### src/rtl/stream_framer.sv
// Packs a no-backpressure word stream into framed output:
// SYNC_WORD, sequence header, PAYLOAD_LEN payload words, checksum.
module stream_framer #(
  parameter int              WIDTH       = 16,
  parameter int              PAYLOAD_LEN = 8,
  parameter int              FIFO_DEPTH  = 16,
  parameter logic [WIDTH-1:0] SYNC_WORD  = 'hEB90
) (
  input  logic             clock,
  input  logic             reset_n,
  input  logic [WIDTH-1:0] din,
  input  logic             dval,
  output logic [WIDTH-1:0] dout,
  output logic             dout_valid,
  input  logic             dout_ready,
  output logic             sof,
  output logic             eof,
  output logic             overflow,
  input  logic             overflow_clr,
  output logic [7:0]       drop_count,
  output logic [WIDTH-1:0] frame_count
);

  localparam int AW = (FIFO_DEPTH > 1) ? $clog2(FIFO_DEPTH) : 1;
  localparam int CW = $clog2(FIFO_DEPTH + 1);
  localparam int NW = $clog2(PAYLOAD_LEN + 1);
  localparam logic [CW-1:0] DEPTH_C = CW'(FIFO_DEPTH);
  localparam logic [CW-1:0] PLEN_C  = CW'(PAYLOAD_LEN);
  localparam logic [NW-1:0] PLEN_N  = NW'(PAYLOAD_LEN);

  typedef enum logic [2:0] {
    IDLE, SYNC, HEADER, PAYLOAD, CHECKSUM
  } state_t;

  logic [WIDTH-1:0] mem_q [FIFO_DEPTH];
  logic [AW-1:0]    wr_ptr_q, wr_ptr_d;
  logic [AW-1:0]    rd_ptr_q, rd_ptr_d;
  logic [CW-1:0]    cnt_q, cnt_d;
  logic             push, drop, pop;
  logic [WIDTH-1:0] head;

  state_t           state_q, state_d;
  logic [WIDTH-1:0] dout_q, dout_d;
  logic             valid_q, valid_d;
  logic             sof_q, sof_d;
  logic             eof_q, eof_d;
  logic [WIDTH-1:0] seq_q, seq_d;
  logic [WIDTH-1:0] acc_q, acc_d;
  logic [NW-1:0]    nwords_q, nwords_d;
  logic [WIDTH-1:0] fcnt_q, fcnt_d;
  logic             ovf_q, ovf_d;
  logic [7:0]       drops_q, drops_d;
  logic             xfer;
  logic             have_frame;

  // A full FIFO drops the word even if a pop frees a slot this cycle
  assign push = dval && (cnt_q < DEPTH_C);
  assign drop = dval && !push;
  assign head = mem_q[rd_ptr_q];
  assign xfer = valid_q && dout_ready;
  assign have_frame = (cnt_q >= PLEN_C);

  always_ff @(posedge clock) begin
    if (push) mem_q[wr_ptr_q] <= din;
  end

  always_comb begin
    wr_ptr_d = wr_ptr_q;
    rd_ptr_d = rd_ptr_q;
    cnt_d    = cnt_q;
    if (push) wr_ptr_d = wr_ptr_q + 1'b1;
    if (pop)  rd_ptr_d = rd_ptr_q + 1'b1;
    unique case ({push, pop})
      2'b10:   cnt_d = cnt_q + 1'b1;
      2'b01:   cnt_d = cnt_q - 1'b1;
      default: cnt_d = cnt_q;
    endcase
  end

  always_comb begin
    ovf_d   = overflow_clr ? 1'b0 : ovf_q;
    drops_d = overflow_clr ? 8'd0 : drops_q;
    if (drop) begin
      ovf_d = 1'b1;
      if (drops_d != 8'hFF) drops_d = drops_d + 8'd1;
    end
  end

  always_comb begin
    state_d  = state_q;
    dout_d   = dout_q;
    valid_d  = valid_q;
    sof_d    = sof_q;
    eof_d    = eof_q;
    seq_d    = seq_q;
    acc_d    = acc_q;
    nwords_d = nwords_q;
    fcnt_d   = fcnt_q;
    pop      = 1'b0;
    unique case (state_q)
      IDLE: begin
        if (have_frame) begin
          dout_d  = SYNC_WORD;
          sof_d   = 1'b1;
          eof_d   = 1'b0;
          valid_d = 1'b1;
          state_d = SYNC;
        end
      end
      SYNC: begin
        if (xfer) begin
          dout_d  = seq_q;
          sof_d   = 1'b0;
          acc_d   = seq_q;
          state_d = HEADER;
        end
      end
      HEADER: begin
        if (xfer) begin
          pop      = 1'b1;
          dout_d   = head;
          acc_d    = acc_q + head;
          nwords_d = NW'(1);
          state_d  = PAYLOAD;
        end
      end
      PAYLOAD: begin
        if (xfer) begin
          if (nwords_q < PLEN_N) begin
            pop      = 1'b1;
            dout_d   = head;
            acc_d    = acc_q + head;
            nwords_d = nwords_q + 1'b1;
          end else begin
            dout_d  = acc_q;
            eof_d   = 1'b1;
            state_d = CHECKSUM;
          end
        end
      end
      CHECKSUM: begin
        if (xfer) begin
          seq_d  = seq_q + 1'b1;
          fcnt_d = fcnt_q + 1'b1;
          eof_d  = 1'b0;
          if (have_frame) begin
            dout_d  = SYNC_WORD;
            sof_d   = 1'b1;
            state_d = SYNC;
          end else begin
            valid_d = 1'b0;
            state_d = IDLE;
          end
        end
      end
      default: state_d = IDLE;
    endcase
  end

  always_ff @(posedge clock or negedge reset_n) begin
    if (!reset_n) begin
      wr_ptr_q <= '0;
      rd_ptr_q <= '0;
      cnt_q    <= '0;
      state_q  <= IDLE;
      dout_q   <= '0;
      valid_q  <= 1'b0;
      sof_q    <= 1'b0;
      eof_q    <= 1'b0;
      seq_q    <= '0;
      acc_q    <= '0;
      nwords_q <= '0;
      fcnt_q   <= '0;
      ovf_q    <= 1'b0;
      drops_q  <= '0;
    end else begin
      wr_ptr_q <= wr_ptr_d;
      rd_ptr_q <= rd_ptr_d;
      cnt_q    <= cnt_d;
      state_q  <= state_d;
      dout_q   <= dout_d;
      valid_q  <= valid_d;
      sof_q    <= sof_d;
      eof_q    <= eof_d;
      seq_q    <= seq_d;
      acc_q    <= acc_d;
      nwords_q <= nwords_d;
      fcnt_q   <= fcnt_d;
      ovf_q    <= ovf_d;
      drops_q  <= drops_d;
    end
  end

  assign dout        = dout_q;
  assign dout_valid  = valid_q;
  assign sof         = sof_q;
  assign eof         = eof_q;
  assign overflow    = ovf_q;
  assign drop_count  = drops_q;
  assign frame_count = fcnt_q;

endmodule
### config.mk
export PLATFORM = sky130hd
export DESIGN_NAME = stream_framer
export DESIGN_NICKNAME = d
export VERILOG_FILES = /design/src/rtl/stream_framer.sv
export SDC_FILE = /design/constraint.sdc
export NUM_CORES = 1
export LEC_CHECK = 0
export ABC_AREA = 1
export BUFFER_PORTS_ARGS = -buffer_cell sky130_fd_sc_hd__buf_4
export CORE_UTILIZATION = 65
export CTS_CLUSTER_SIZE = 30
export DETAILED_ROUTE_END_ITERATION = 7
export GPL_TIMING_DRIVEN = 0
export PLACE_DENSITY = 0.83
export SLEW_MARGIN = 20
export SYNTH_ARGS = -nofsm -noshare
export SYNTH_HDL_FRONTEND = slang
export SYNTH_SLANG_ARGS = --single-unit
### constraint.sdc
create_clock -name clock -period 8.35 [get_ports clock]
set_input_delay 1.2525 -clock clock [delete_from_list [all_inputs] [get_ports clock]]
set_output_delay 1.2525 -clock clock [all_outputs]
set_load 0.03 [all_outputs]
# Word level (Yosys, flattened, before mapping)
# Memories as Yosys holds them, arrays and structs flattened.
# Index checks and enable logic that the tools add are counted.
op_classes:
  n_addsub: 9
  n_mul: 0
  div_mod_pow: 0
  magnitude_cmp: 3
  n_eq_ne: 15
  n_shift: 0
  n_mux: 47
  bitwise: 0
  reduce_logical: 21
ops:
  columns: ["cell", "n"]
  rows:
  - ["$mux W16", 9]
  - ["$pmux W16 S5", 1]
  - ["$pmux W16 S3", 1]
  - ["$add A16 B1 Y16 const B", 2]
  - ["$mux W8", 3]
  - ["$mux W3", 6]
  - ["$mux W1", 17]
  - ["$add A16 B16 Y16", 1]
  - ["$ne A2 B2 Y1 const B", 8]
  - ["$pmux W3 S5", 1]
  - ["$reduce_and A5 Y1", 3]
  - ["$add A4 B1 Y4 const B", 3]
  - ["$mux W4", 3]
  - ["$pmux W5 S2", 1]
  - ["$reduce_bool A3 Y1", 3]
  - ["$add A8 B1 Y8 const B", 1]
  - ["$ne A8 B8 Y1 const B", 1]
  - ["$pmux W4 S2", 1]
  - ["$reduce_and A4 Y1", 2]
  - ["$reduce_bool A2 Y1", 4]
  - ["$eq A3 B2 Y1 const B", 2]
  - ["$pmux W1 S3", 2]
  - ["$reduce_and A6 Y1", 1]
  - ["$add A5 B1 Y5 const B", 1]
  - ["other kinds (15)", 18]
totals:
  regBits: 96
  latch_bits: 0
  ram_bits: 256
  rom_bits: 0
  inputBits: 21
  out_inout_bits: 44
  wordCells: 110
  mem_count: 1
mem_list:
  columns: ["memory", "depth", "width", "rd", "rd_clocked_by_memory_dff", "wr", "line", "text"]
  rows:
  - ["mem_q", 16, 16, 1, 0, 1, "35", "logic [WIDTH-1:0] mem_q [FIFO_DEPTH];"]

# Logic depth before layout (Yosys ltp)
# Gate-level depths: netlist of the first run.
logic_depth:
  ltp_word: 6
  mapped_depth: 22
  depth_no_buf: 20

# Worst setup path before layout of the first run
# OpenSTA, ideal clock, no wires.
synth_path:
  kind: "input to register"
  start: "in dout_ready"
  end: "reg cnt_q[4]"
  arrival_time_ps: 2842
  required_time_ps: 8271
  path_slack_ps: 5429
  stages: 12
  path_cell_list: "nand2_2 > nor2_1 > buf_2 > ha_1 > inv_1 > fa_1 > nor2_1 > a211oi_1 > nand2_1 > nand2_1 > nor2_1 > xor2_1"
synth_via:
  elab_chain_cells: 5
synth_lines:
  columns: ["element", "line", "text"]
  rows:
  - ["start: declaration", "15", "input logic dout_ready,"]
  - ["$logic_and A1 B1 Y1 *", "60", "assign xfer = valid_q && dout_ready;"]
  - ["$mux W1, on equally long branches", "128, 119", null]
  - ["$pmux W1 S2 *", "100", "unique case (state_q)"]
  - ["net pop", "39", "logic push, drop, pop;"]
  - ["$eq A2 B1 Y1 / $eq A2 B2 Y1 (equally long branches)", "73", "unique case ({push, pop})"]
  - ["$pmux W5 S2 / $reduce_bool A2 Y1 (equally long branches)", null, null]
  - ["end signal: assignment", "179", "cnt_q <= cnt_d;"]
  - ["end: declaration", "38", "logic [CW-1:0] cnt_q, cnt_d;"]
# Mark *: on every way through the listed nets, which the timed path passes. The rest lies on a longest branch.
# A chain may end at the register's enable or synchronous reset.

# Final worst setup path of the first run
layout_path:
  start: "reg rd_ptr_q[0]"
  end: "reg acc_q[14]"
layout_via:
  elab_chain_cells: 5
layout_lines:
  columns: ["element", "line", "text"]
  rows:
  - ["start: declaration", "37", "logic [AW-1:0] rd_ptr_q, rd_ptr_d;"]
  - ["start signal: assignment", "178", "rd_ptr_q <= rd_ptr_d;"]
  - ["$mem_v2 Z16 W16 *", null, null]
  - ["$add A16 B16 Y16 *", "122, 132", null]
  - ["$mux W16", "129", "if (nwords_q < PLEN_N) begin"]
  - ["$mux W16", "128", "if (xfer) begin"]
  - ["$pmux W16 S3 *", "100", null]
  - ["end signal: assignment", "171", "acc_q <= '0;"]
  - ["end signal: assignment", "186", "acc_q <= acc_d;"]
  - ["end: declaration", "48", "logic [WIDTH-1:0] acc_q, acc_d;"]
# Every way passes the cells marked *; elsewhere a longest branch is shown, timed or not. The select of a mux whose other input is x is not followed.

==> results of run 1 <==
## power groups by stage
stage / Combinational [mW] / Sequential (mW) / Clock [mW]
after floorplan: 2.01 / 2.36 / 0
after CTS: 3.11 / 2.27 / 1.54
after detailed placement: 3.08 / 2.30 / 0
final: 3.19 / 2.27 / 1.54
after global routing: 3.48 / 2.29 / 1.61
after global placement: 2.96 / 2.29 / 0
## state kept, by name, summed over array words and instances, names as in the netlist, 3 cells and up
register / flops
mem_q: 256
acc_q: 16
dout: 16
frame_count: 16
seq_q: 16
drop_count: 8
cnt_q: 5
nwords_q: 4
rd_ptr_q: 4
wr_ptr_q: 4
state_q: 3
## how the worst max path moves through the flow
stage | start | end | cells past startpoint
after floorplan | dout_ready | cnt_q[4]$_DFFE_PN0P_ | 12
after global placement | dval | mem_q[15][4]$_DFFE_PP_ | 5
after detailed placement | rd_ptr_q[1]$_DFFE_PN0P_ | acc_q[14]$_DFFE_PN0P_ | 18
after CTS | rd_ptr_q[0]$_DFFE_PN0P_ | acc_q[14]$_DFFE_PN0P_ | 19
after global routing | rd_ptr_q[0]$_DFFE_PN0P_ | acc_q[14]$_DFFE_PN0P_ | 19
final | rd_ptr_q[0]$_DFFE_PN0P_ | acc_q[14]$_DFFE_PN0P_ | 19
## cells by family after synthesis
family	Yosys count
buffers and inverters	160
AND/OR/NAND/NOR	584
adder cells (fa/ha/maj)	30
AO/OA/AOI/OAI	286
flip-flops	352
XOR/XNOR	44
## cells in the final DEF, fill, tap and decap left out, types with 15 or more instances in the layout
cell / Yosys / routed
a21oi_1: 42 / 42
buf_2: 20 / 20
buf_4: 8 / 71
clkbuf_1: 32 / 39
clkbuf_16: 0 / 37
dfrtp_1: 96 / 96
edfxtp_1: 256 / 256
ha_1: 28 / 28
inv_1: 90 / 90
nand2_1: 212 / 212
nand3_1: 69 / 69
nor2_1: 248 / 232
nor2_2: 5 / 15
o211ai_1: 32 / 32
o21ai_0: 146 / 146
o221ai_1: 30 / 30
xor2_1: 33 / 33
## final cells by class
cell class	count	share of cell area
multi-input cells	944	0.281
plain buffers	62	0.0165
well taps	319	0.0223
flip-flops and latches	352	0.563
inverters	98	0.0206
clock buffers	46	0.0547
repair buffers	74	0.0344
clock inverters	14	0.00712
## Yosys cell counts (9+ instances only)
library cell | instances | area [sq um]
ha_1 | 28 | 350
nand2_1 | 212 | 796
inv_1 | 90 | 338
o211ai_1 | 32 | 240
dfrtp_1 | 96 | 2400
edfxtp_1 | 256 | 7690
buf_2 | 20 | 100
a22oi_1 | 9 | 67.6
xor2_1 | 33 | 289
nand3_1 | 69 | 345
o21ai_0 | 146 | 731
xnor2_1 | 11 | 96.3
nor2_1 | 248 | 931
nand4_1 | 10 | 62.6
o221ai_1 | 30 | 263
clkbuf_1 | 32 | 120
a21oi_1 | 42 | 210
nor3_1 | 9 | 45.0
## stage by stage
| step | area (sq um) | util | power, mW | std cells | setup slack (ps) |
|---|---|---|---|---|---|
| after global routing | 17900 | 0.759 | 7.38 | 1909 | 4330 |
| after global placement | 16600 | 0.703 | 5.25 | 1839 | 4570 |
| final | 17900 | 0.759 | 7.00 | 1909 | 4580 |
| after detailed placement | 16800 | 0.712 | 5.38 | 1849 | 4750 |
| after CTS | 17900 | 0.759 | 6.92 | 1909 | 4690 |
| after floorplan | 15700 | - | 4.37 | 1456 | 5430 |
## worst register-to-register path, cell delays in order (launching register included)
cell and delay, ps:
dfrtp_1 400, buf_4 170, clkinv_2 100, clkbuf_1 630, nor2_1 100, o211ai_1 260, nand3_1 120, nand2_1 230
ha_1 230, inv_1 60, fa_1 400, inv_1 110, nand3_1 70, nand2_1 160, nand2_1 70, nand2_1 120
nand3b_1 130, nand3b_1 120, nand3_1 80, a21oi_1 140
## per-layer routing
layer / share of wire / vias up
li1: - / 5306
met1: 0.37 / 5597
met2: 0.47 / 827
met3: 0.11 / 159
met4: 0.048 / 0
met5: 0 / -
==> reports/results.ini, run 1 <==
[die]
start_util=0.666
ioPinCount=65
fp.dieH_um=158
design.core.area_sq_mm=0.0236
dieArea_sq_mm=0.0248
die_x_um=158
rows=56

[cts]
clk_path_buf_depth=3
cts_tree=done
postCtsResizedCells=0
cts_buffers=36
clkLatencyLatePin_ps=530
path_clk_slew_ps=60
post_cts_buffers=0
cts_hold_buf=0
clockRootBuffer=clkbuf_16
cts.sinks=352
h-tree-depth=2

[global_routing]
grtUsageTotal=0.341
antenna_found_initial=1
use_met2=0.553
grt_max_degree=97
met3_usage=0.0719
grt_pass1_wl_um=62400
grt_pass1_vias=11435
grt.overflow.total=0
top_usage_layer=met2
grt_util_met1=0.438

[sta]
slew_headroom=0.415
rsz0062_at_grt=no
skew_ps=27.6
fmax_ghz=0.265
final_max_slew_viol_count=0
worst_pin_slew_ps=877
finalHoldViolCount=0
whs_ps=478
tns_ps=0
setup_viol=0
post-route-min-period_ps=3770
min_period_over_period=0.452

[min_path]
hold_class=flop to flop
hold-path-endpoint=frame_count[15]$_DFFE_PN0P_
hold_path_depth=1
min_from=frame_count[15]$_DFFE_PN0P_

[final_layout]
multi_input_area_sq_mm=0.00504
diodes=0
drive_above_1_share=0.125
area_delta_synth_final_pct=13.9
seqCellArea_sq_mm=0.0101
finalNetCount=1619
fillers=1503

[power]
pwr-share-comb=0.456
seqPwrFrac=0.324
p_per_area_mw_per_mm2=391
power.leakage_nw=7.13
power.share.clock=0.220
irDropWorstVdd_v=0.000209
power.switching_mw=3.02
internal_power_mw=3.98
swShare=0.431

[yosys]
yosysWarnings=0
ys_ff_latch=352
syn_avg_cell_area_sq_um=10.8
synth-seq-area-share=0.642
synth_area_sq_mm=0.0157
synth_edf_count=256
synth_simple_gate_area_frac=0.158
synth_top_family_by_area=simple AND/OR/NAND/NOR gates
syn-num-nets=1507
ys_types=49
synth_flop_cell=edfxtp_1
syn_inst=1456
synth_mux_area_frac=0
synth_xor_area_frac=0.0245
synth-compound-area-share=0.108
synthAdderAreaFrac=0.0248
synthArstFlopShare=0.273

[place]
routabilityCongestion=0.921
port_buffers=64
hpwlAfterDp_um=26300

[status]
status=complete, but fails checks
violations=design-rule violations

[routing]
wl_um=40900
drt_iter0_drc=1468
detail-route-antenna-nets=0
vias=11889
drtPass1Iterations=7
vias_per_cell=6.23
drc=1
wl_per_cell_um=21.4

[setup_path]
critPathMaxFanout=10
criticalPathCategory=flop to flop
cpLargestDelayFamily=simple AND/OR/NAND/NOR gates
timing.critical_path.to_type=flop
critPathRequiredTime_ps=8800
cp_num_buf_inv=5
cp-start-kind=flop
reg2reg_from=rd_ptr_q[0]$_DFFE_PN0P_
cp_cell_sequence=buf_4 -> clkinv_2 -> clkbuf_1 -> nor2_1 -> o211ai_1 -> nand3_1 -> nand2_1 -> ha_1 -> inv_1 -> fa_1 -> inv_1 -> nand3_1 -> nand2_1 -> nand2_1 -> nand2_1 -> nand3b_1 -> nand3b_1 -> nand3_1 -> a21oi_1
arrival_ps=4220
reg2reg_to=acc_q[14]$_DFFE_PN0P_
critPathMaxStageDelay_ps=630
slowest_stage=clkbuf_1
worstRegToRegCells=19
crit_top_cell=nand2_1
r2r_slack_ps=4580

[run]
cap_viol_max_count=0

Note: power is estimated with default switching activity, not from simulation.
==> run 2, diff against run 1 <==
ABC_AREA = 0   (was 1)
CORE_UTILIZATION = 61   (was 65)
PLACE_DENSITY = 0.79   (was 0.83)
clock period = 3.91 ns   (was 8.35 ns; I/O delays follow)
==> reports/results.ini, run 2 <==
[status]
status=finished, final reports clean

[die]
start_util=0.631  ; -0.0348
fp.dieH_um=159  ; +0.78%
dieArea_sq_mm=0.0252  ; +1.6%
design.core.area_sq_mm=0.0238  ; +0.59%
ioPinCount=65  ; unchanged
rows=56  ; unchanged
die_x_um=159  ; +0.78%

[final_layout]
drive_above_1_share=0.250  ; +0.124
finalNetCount=1126  ; -30%
post-route-cell-area_sq_mm=0.0175  ; -2.2%
area_delta_synth_final_pct=16.9
diodes=0  ; unchanged
largest_reg_flops=256  ; unchanged
layout_common_cells=edfxtp_1, nand2_1, dfrtp_1, buf_4, mux4_2
final_common_cell=edfxtp_1
regMostFlops=mem_q

[routing]
drt_iter0_drc=954  ; -35%
met2_length_um=17500  ; -9.9%
dr_wl_met3_um=2490  ; -46%
wl_um=34100  ; -16%
drc=0  ; -1
wl_per_cell_um=24.1  ; +13%
highest_layer=met4
met1Wirelength_um=13000  ; -13%
vias=8810  ; -26%
drtPass1Iterations=5  ; -2
detail-route-antenna-nets=0  ; unchanged
vias_per_cell=6.22  ; -0.17%

[yosys]
yosysTopAreaCellShare=0.513  ; +0.0239
synthArstFlopShare=0.273  ; unchanged
yosys-top-cells-area=edfxtp_1, dfrtp_1, mux4_2
synth-seq-area-share=0.673  ; +0.0314
synth_flop_cell=edfxtp_1
ys_ff_latch=352  ; unchanged
synth_edf_count=256  ; unchanged
synth_area_sq_mm=0.0150  ; -4.7%
syn-num-nets=995  ; -34%
ys_top_cells_by_count=edfxtp_1, nand2_1, dfrtp_1
syn_avg_cell_area_sq_um=15.9  ; +47%
yosysWarnings=0  ; unchanged
ys_types=58  ; +18%
yosys.area.top_type=edfxtp_1
synth_most_common_cell=edfxtp_1
syn_inst=944  ; -35%

[setup_path]
criticalPathCategory=flop to flop
arrival_ps=4280  ; +60 ps
r2r_slack_ps=10  ; -4560 ps
timing.critical_path.to_type=flop
critPathRequiredTime_ps=4290  ; -4510 ps
critPathMaxFanout=10  ; unchanged
reg2reg_from=rd_ptr_q[0]$_DFFE_PN0P_
crit_start=rd_ptr_q[0]$_DFFE_PN0P_
cp-start-kind=flop
reg2reg_to=acc_q[14]$_DFFE_PN0P_
worstRegToRegCells=14  ; -5

[cts]
cts_hold_buf=0  ; unchanged
path_clk_slew_ps=70  ; about the same
clkLatencyLatePin_ps=530  ; about the same
cts_tree=done
clk_path_buf_depth=3  ; unchanged
h-tree-depth=2  ; unchanged
cts_buffers=36  ; unchanged
clockRootBuffer=clkbuf_16
cts.sinks=352  ; unchanged

[sta]
worst_pin_slew_ps=876  ; -1.87 ps
min_period_over_period=0.996  ; +0.545
slew_headroom=0.416  ; +0.00124
finalHoldViolCount=0  ; unchanged
rsz0062_at_grt=yes
post-route-min-period_ps=3900  ; +123 ps
final_max_slew_viol_count=0  ; unchanged
worst_slack_ps=14.3  ; -4560 ps
skew_ps=15.3  ; -12.3 ps
fmax_ghz=0.257  ; -3.2%
setup_viol=0  ; unchanged

[power]
power.leakage_nw=6.49  ; -9.0%
p_per_area_mw_per_mm2=803  ; +110%
irDropWorstVdd_v=0.000468  ; +120%

[place]
postPlaceCellArea_sq_mm=0.0161  ; -4.3%
hpwlAfterDp_um=21100  ; -20%
port_buffers=63  ; -1.6%
routabilityCongestion=0.860  ; -6.7%
pre_cts_slack_ps=-868  ; -5620 ps

[min_path]
hold_class=primary input to async pin

[global_routing]
antenna_found_initial=0  ; -1
grt_pass1_wl_um=51900  ; -17%
grt_max_degree=97  ; unchanged
grt.overflow.total=0  ; unchanged
grt_pass1_vias=9021  ; -21%
grtUsageTotal=0.278  ; -0.0634

[run]
cap_viol_max_count=0  ; unchanged

==> run 2: how the worst max path moves through the flow <==
stage / end / depth (start not counted)
finish: acc_q[14]$_DFFE_PN0P_ / 14
global route: acc_q[15]$_DFFE_PN0P_ / 12
detailed placement: acc_q[15]$_DFFE_PN0P_ / 13
CTS: acc_q[15]$_DFFE_PN0P_ / 13
floorplan: acc_q[15]$_DFFE_PN0P_ / 13
global placement: acc_q[15]$_DFFE_PN0P_ / 12
==> run 2: cells by family (layout without fill, tap and decap cells) <==
family	after synthesis	count (layout)	share of synthesized area
fa+ha+maj	30	30	0.0260
flops	352	352	0.673
compound gates	123	123	0.0532
mux	89	89	0.127
buf+inv	63	217	0.0193
xor+xnor	52	52	0.0304
simple gates	235	235	0.0707
==> run 2: critical path, cell delays in order (launching register included) <==
cell,delay (ps)
dfrtp_2,400
buf_12,150
buf_8,190
mux4_2,520
mux4_2,530
ha_2,240
inv_1,80
fa_1,200
nor2b_1,90
o31a_1,330
o221ai_2,230
nand2_1,130
a221oi_2,260
mux2i_1,240
o311ai_1,130
==> run 2: power by group <==
part	switching (mW)	internal, mW
clock network	1.37	1.86
registers	0.318	4.49
logic	3.27	2.76
==> run 2: what timing repair did <==
item | in CTS | in global routing
hold endpoints to repair | 0 | 0
resized for setup | 39 | 8
pin swaps | 3 | 2
setup buffers | 3 | 16
gates cloned | 0 | 0
endpoints found under the setup margin | 12 | 3
==> run 2: metal layers <==
metal / up-vias / GRT usage
li1: 3884 / -
met1: 4410 / 0.353
met2: 424 / 0.473
met3: 92 / 0.0494
met4: 0 / 0.117
met5: - / 0
==> run 2: per-stage QoR <==
stage	instances	hold slack (ps)	TNS [ps]	utilization	total power, mW
floorplan	944	291	0	-	8.72
global placement	1326	458	-19910	0.668	9.98
CTS	1401	182	-18.1	0.730	13.8
global route	1417	230	-142	0.738	14.7
detailed placement	1338	474	-4770	0.677	10.2
finish	1417	137	0	0.738	14.1
==> run 2: area by class of cell <==
cell class              instances  area (sq um)
inverters                      20          75.1
multi-input cells             529          4800
clock inverters                16           136
well taps                     319           399
flip-flops and latches        352         10100
repair buffers                 94           743
plain buffers                  42           323
fillers                      1399          6230
clock buffers                  45           956
